<file path="config.mk">
export PLATFORM = sky130hd
export DESIGN_NAME = dino_jump_collision_ctrl_flat
export DESIGN_NICKNAME = d
export VERILOG_FILES = /design/src/rtl/dino_jump_collision_ctrl_if.sv /design/src/rtl/dino_jump_collision_ctrl.sv /design/src/flat_wrapper.sv
export SDC_FILE = /design/constraint.sdc
export NUM_CORES = 1
export LEC_CHECK = 0
export BUFFER_PORTS_ARGS = -buffer_cell sky130_fd_sc_hd__buf_2
export CAP_MARGIN = 20
export CORE_MARGIN = 10
export CORE_UTILIZATION = 52
export DETAILED_ROUTE_END_ITERATION = 10
export PLACE_DENSITY = 0.77
export SLEW_MARGIN = 20
export SYNTH_ARGS = -nofsm -noshare
export SYNTH_HDL_FRONTEND = slang
export SYNTH_SLANG_ARGS = --single-unit
</file>
<file path="constraint.sdc">
create_clock -name clk -period 2.1 [get_ports clk]
set_input_delay 0.105 -clock clk [delete_from_list [all_inputs] [get_ports clk]]
set_output_delay 0.105 -clock clk [all_outputs]
set_load 0.1 [all_outputs]
</file>
<file path="src/rtl/dino_jump_collision_ctrl_if.sv">
// Signal bundle between the game/obstacle side and the dino jump/collision controller.
// The master drives tick, button and obstacle line; the slave returns dino state and score.
interface dino_jump_collision_ctrl_if #(
    parameter int unsigned SCORE_W = 8
) ();
    logic               tick;
    logic               jump_btn;
    logic [7:0]         ledLine;
    logic               dino_up;
    logic               game_over;
    logic [SCORE_W-1:0] score;

    modport master (
        output tick, jump_btn, ledLine,
        input  dino_up, game_over, score
    );

    modport slave (
        input  tick, jump_btn, ledLine,
        output dino_up, game_over, score
    );
endinterface

</file>
<file path="src/rtl/dino_jump_collision_ctrl.sv">
// Dino jump state machine: button sync/edge detect, tick-stepped jump timing,
// collision at the dino column and saturating cleared-obstacle score.
module dino_jump_collision_ctrl #(
    parameter int unsigned DINO_COL   = 7,
    parameter int unsigned JUMP_TICKS = 3,
    parameter int unsigned SCORE_W    = 8
) (
    input logic                      clk,
    input logic                      reset,
    dino_jump_collision_ctrl_if.slave bus
);
    typedef enum logic [1:0] {StRun, StAir, StOver} state_e;

    localparam logic [2:0]         ColIdx   = 3'(DINO_COL);
    localparam logic [3:0]         AirInit  = 4'(JUMP_TICKS - 1);
    localparam logic [SCORE_W-1:0] ScoreMax = '1;

    state_e             state_q, state_d;
    logic [3:0]         air_cnt_q, air_cnt_d;
    logic [SCORE_W-1:0] score_q, score_d;
    logic               prev_col_q, prev_col_d;
    logic               jump_pend_q, jump_pend_d;
    logic               sync1_q, sync2_q, btn_prev_q;
    logic               btn_rise;
    logic               pend_clr;
    logic               col;

    assign col      = bus.ledLine[ColIdx];
    assign btn_rise = sync2_q & ~btn_prev_q;

    always_ff @(posedge clk or negedge reset) begin
        if (!reset) begin
            sync1_q     <= 1'b0;
            sync2_q     <= 1'b0;
            btn_prev_q  <= 1'b0;
            state_q     <= StRun;
            air_cnt_q   <= '0;
            score_q     <= '0;
            prev_col_q  <= 1'b0;
            jump_pend_q <= 1'b0;
        end else begin
            sync1_q     <= bus.jump_btn;
            sync2_q     <= sync1_q;
            btn_prev_q  <= sync2_q;
            state_q     <= state_d;
            air_cnt_q   <= air_cnt_d;
            score_q     <= score_d;
            prev_col_q  <= prev_col_d;
            jump_pend_q <= jump_pend_d;
        end
    end

    always_comb begin
        state_d    = state_q;
        air_cnt_d  = air_cnt_q;
        score_d    = score_q;
        prev_col_d = prev_col_q;
        pend_clr   = 1'b0;
        if (bus.tick) begin
            unique case (state_q)
                StRun: begin
                    prev_col_d = col;
                    // Collision wins over a same-tick jump; the request is dropped.
                    if (col) begin
                        state_d  = StOver;
                        pend_clr = 1'b1;
                    end else begin
                        if (prev_col_q && (score_q != ScoreMax)) begin
                            score_d = score_q + 1'b1;
                        end
                        if (jump_pend_q) begin
                            state_d   = StAir;
                            air_cnt_d = AirInit;
                            pend_clr  = 1'b1;
                        end
                    end
                end
                StAir: begin
                    prev_col_d = col;
                    if (prev_col_q && !col && (score_q != ScoreMax)) begin
                        score_d = score_q + 1'b1;
                    end
                    // Landing discards any press made while airborne.
                    if (air_cnt_q == 4'd0) begin
                        state_d  = StRun;
                        pend_clr = 1'b1;
                    end else begin
                        air_cnt_d = air_cnt_q - 4'd1;
                    end
                end
                StOver: begin
                    if (jump_pend_q) begin
                        state_d    = StRun;
                        score_d    = '0;
                        prev_col_d = col;
                        pend_clr   = 1'b1;
                    end
                end
                default: state_d = StRun;
            endcase
        end
        // A fresh edge in the consuming cycle starts a new request.
        if (btn_rise) begin
            jump_pend_d = 1'b1;
        end else if (pend_clr) begin
            jump_pend_d = 1'b0;
        end else begin
            jump_pend_d = jump_pend_q;
        end
    end

    assign bus.dino_up   = (state_q == StAir);
    assign bus.game_over = (state_q == StOver);
    assign bus.score     = score_q;
endmodule

</file>
<file path="src/flat_wrapper.sv">
// flat-port wrapper written by rule: the top's interface ports become plain ports
module dino_jump_collision_ctrl_flat 
#(
    parameter int unsigned DINO_COL   = 7,
    parameter int unsigned JUMP_TICKS = 3,
    parameter int unsigned SCORE_W    = 8
)
  (clk, reset, bus_tick, bus_jump_btn, bus_ledLine, bus_dino_up, bus_game_over, bus_score);
  dino_jump_collision_ctrl_if #(.SCORE_W(SCORE_W)) bus_i ();
  input logic clk;
  input logic reset;
  input wire logic [$bits(bus_i.tick)-1:0] bus_tick;
  input wire logic [$bits(bus_i.jump_btn)-1:0] bus_jump_btn;
  input wire logic [$bits(bus_i.ledLine)-1:0] bus_ledLine;
  output wire logic [$bits(bus_i.dino_up)-1:0] bus_dino_up;
  output wire logic [$bits(bus_i.game_over)-1:0] bus_game_over;
  output wire logic [$bits(bus_i.score)-1:0] bus_score;
  assign bus_i.tick = bus_tick;
  assign bus_i.jump_btn = bus_jump_btn;
  assign bus_i.ledLine = bus_ledLine;
  assign bus_dino_up = bus_i.dino_up;
  assign bus_game_over = bus_i.game_over;
  assign bus_score = bus_i.score;
  dino_jump_collision_ctrl #(.DINO_COL(DINO_COL), .JUMP_TICKS(JUMP_TICKS), .SCORE_W(SCORE_W)) u_core (.clk(clk), .reset(reset), .bus(bus_i));
endmodule
</file>
==> key figures <==
Power
  – PwrDens: 1460 mW/mm²
  – Leak pwr: 0.531 nW
  – Worst vdd ir: 1370 µV

Global route
  – First-pass GRT wire length: 3750 µm
  – Largest net degree at the start of global routing: 20
  – GRT overflow: 0
  – Total GRT Usage: 0.109
  – Initial antenna violation count: 0
  – Number of global-route vias before repair: 929

STA
  – RSZ-0062 raised after global routing: false
  – Final hold vios: 0
  – Max Clock Freq: 538 MHz
  – Clock period minus worst slack: 1.86 ns
  – TNS Setup: 0 ns
  – Slew margin rel.: 0.676
  – Clock skew: 0.00509 ns
  – Final-report setup violation count: 0
  – Period utilisation layout: 0.885
  – Worst-Margin Slew: 0.489 ns
  – Fin. max-slew vios: 0

Clock network
  – Clk buf depth: 2
  – Clock Latency Late Sink: 0.30 ns
  – CTS root buf: clkbuf_4
  – CTS Sinks: 19
  – CTS-repair resized insts: 0
  – CTS tree: yes
  – CTS clk-pin slew, worst paths: 0.11 ns
  – TritonCTS Buffers: 3
  – H-tree lvl count: 1

Hold path
  – Worst hold path type: in2reg

Cells and area
  – Share of layout cells above drive strength 1: 0.280
  – Antenna fix cells: 0
  – Net total in the final layout: 134
  – Cell Count, Final, Fillers Out: 143
  – FILL cells: 163
  – Synthesis-to-layout area growth: 15.5%
  – Final core occ: 0.648

Placement
  – I/O Buffers: 14
  – Placed instance count: 137
  – Final HPWL DP: 1530 µm
  – Gp weighted congestion: 0.810

Drt
  – Routed WL per cell: 14.5 µm
  – First drt pass iteration count: 4
  – Avg Vias per Cell: 5.88
  – Drt total wl: 2070 µm
  – Post-DRT Antenna Nets: 0
  – Initial DRC count: 17
  – DR vias: 841
  – Drc violations: 0

Outcome
  – Outcome: finished clean

Logic synthesis
  – YS warnings: 0
  – #FFs+latches synth: 19
  – EDFF count, synth: 0
  – Syn nets: 114
  – Synth Cell Area: 1000 µm²
  – Sequential cell area fraction in the yosys report: 0.476
  – Syn avg cell area: 10.1 µm²
  – Mapped Cells: 99
  – Post-synth cell types: 32
  – Ys flop type: dfrtp_1
  – Async SR Flop Fraction: 1.00

Floorplanning
  – Die X: 63.8 µm
  – Die Ht: 63.8 µm
  – I/O pins: 22
  – Core Area: 0.00178 mm²
  – Die ar.: 0.00408 mm²
  – Starting Density: 0.561
  – Row cnt: 15

Critical path
  – Crit end category: register
  – Arr. time, crit path: 2.05 ns
  – Cells along the critical path: inv_1, ha_1, or3b_2, a21oi_2, nor2_1, mux2_2
  – Critical path required time: 2.29 ns
  – Crit-path max FO: 6
  – Critical setup path kind: reg2reg
  – CP peak stage delay: 0.49 ns
  – CP Launch Type: register
  – CP max stage cell: or3b_2

Flow run
  – Max-cap violations: 0
-- where the power goes --
part	internal [mW]	switching (mW)	total, mW
logic	0.226	0.661	0.887
registers	0.475	0.146	0.620
clock network	0.0709	0.111	0.182
-- Yosys cell counts, types with 3 or more instances --
| library cell | n | area [µm²] |
|---|---|---|
| nor2_1 | 4 | 15.0 |
| ha_1 | 3 | 37.5 |
| a211o_1 | 3 | 26.3 |
| inv_1 | 6 | 22.5 |
| nor3b_1 | 3 | 22.5 |
| dfrtp_1 | 19 | 475 |
| a31oi_1 | 3 | 18.8 |
| and3_1 | 3 | 18.8 |
| nand3_1 | 7 | 35.0 |
| o21ai_0 | 11 | 55.1 |
| nand2_1 | 9 | 33.8 |
-- what timing repair did --
item / 4_1_cts / 5_1_grt
hold buffers: 2 / 0
setup buffers: 0 / 0
endpoints found under the hold margin: 20 / 0
-- area by class of cell --
type / count / area, µm² / share of cell area
clock buffer: 3 / 22.5 / 0.0195
clock inverter: 1 / 5.00 / 0.00433
inverter: 6 / 22.5 / 0.0195
multi-input combinational: 73 / 500 / 0.433
sequential: 19 / 483 / 0.418
tap: 25 / 31.3 / 0.0271
timing repair buffer: 16 / 90.1 / 0.0780
-- registers in the layout, indices dropped and copies added, names as in the netlist --
| register | flops |
|---|---|
| u_core.bus.score | 8 |
| u_core.air_cnt_q | 4 |
| u_core.state_q | 2 |
| u_core.btn_prev_q | 1 |
| u_core.jump_pend_q | 1 |
| u_core.prev_col_q | 1 |
| u_core.sync1_q | 1 |
| u_core.sync2_q | 1 |
-- final timing paths --
check | from | to | slack (ns) | depth (start not counted)
min | bus_tick | u_core.state_q[1]$_DFFE_PN0P_ | 0.13 | 2
min in group asynchronous | reset | u_core.state_q[1]$_DFFE_PN0P_ | 0.27 | 2
max in group asynchronous | reset | u_core.bus.score[4]$_DFFE_PN0P_ | 1.50 | 2
min reg2reg | u_core.sync1_q$_DFF_PN0_ | u_core.sync2_q$_DFF_PN0_ | 0.36 | 0
max | u_core.air_cnt_q[0]$_DFFE_PN0P_ | u_core.air_cnt_q[1]$_DFFE_PN0P_ | 0.24 | 6
max reg2reg | u_core.air_cnt_q[0]$_DFFE_PN0P_ | u_core.air_cnt_q[1]$_DFFE_PN0P_ | 0.24 | 6
-- kinds of logic after synthesis --
kind of cell,Yosys count,synth area share
buffers and inverters,7,0.0263
AOI/OAI and AO/OA,29,0.205
and+or+nand+nor,39,0.233
muxes,2,0.0225
DFF,19,0.476
adders and majority gates,3,0.0376
-- placed cells by master (no fill, tap or decap), types with 2 or more instances in the layout --
cell / n
nor2_1: 3
a21boi_0: 2
nand2_1: 9
o21ai_0: 11
nor3b_1: 3
a211o_1: 3
clkbuf_4: 3
ha_1: 3
nand4_1: 2
inv_1: 6
dfrtp_1: 13
nor4_1: 2
buf_2: 14
dlygate4sd3_1: 2
a21oi_1: 2
and3_1: 3
or3_1: 2
nand3_1: 7
nor2b_1: 2
dfrtp_2: 6
mux2_2: 2
a31oi_1: 3
-- stage by stage --
stage	instance area (µm²)	hold WS (ns)	total power [mW]	setup WS, ns
floorplan	1010	-0.191	1.33	0.0231
global placement	1110	0.0671	1.48	0.302
detailed placement	1110	0.0640	1.51	0.280
CTS	1150	0.121	1.70	0.248
global route	1150	0.130	1.81	0.146
finish	1150	0.131	1.69	0.241
-- routing by layer --
layer / GRT usage / wire length [µm] / vias to the layer above
li1: - / - / 404
met1: 0.119 / 970 / 411
met2: 0.179 / 969 / 20
met3: 0.0383 / 92 / 6
met4: 0.0656 / 34 / 0
met5: 0 / 0 / -
-- critical path, delay by kind of cell, from the launching register on --
family	cells	cell delay, ns
adders and majority gates	1	0.14
muxes	1	0.27
and+or+nand+nor	2	0.57
buffers and inverters	1	0.09
AOI/OAI and AO/OA	1	0.27
DFF	1	0.41
Note: power is estimated with default switching activity, not from simulation.
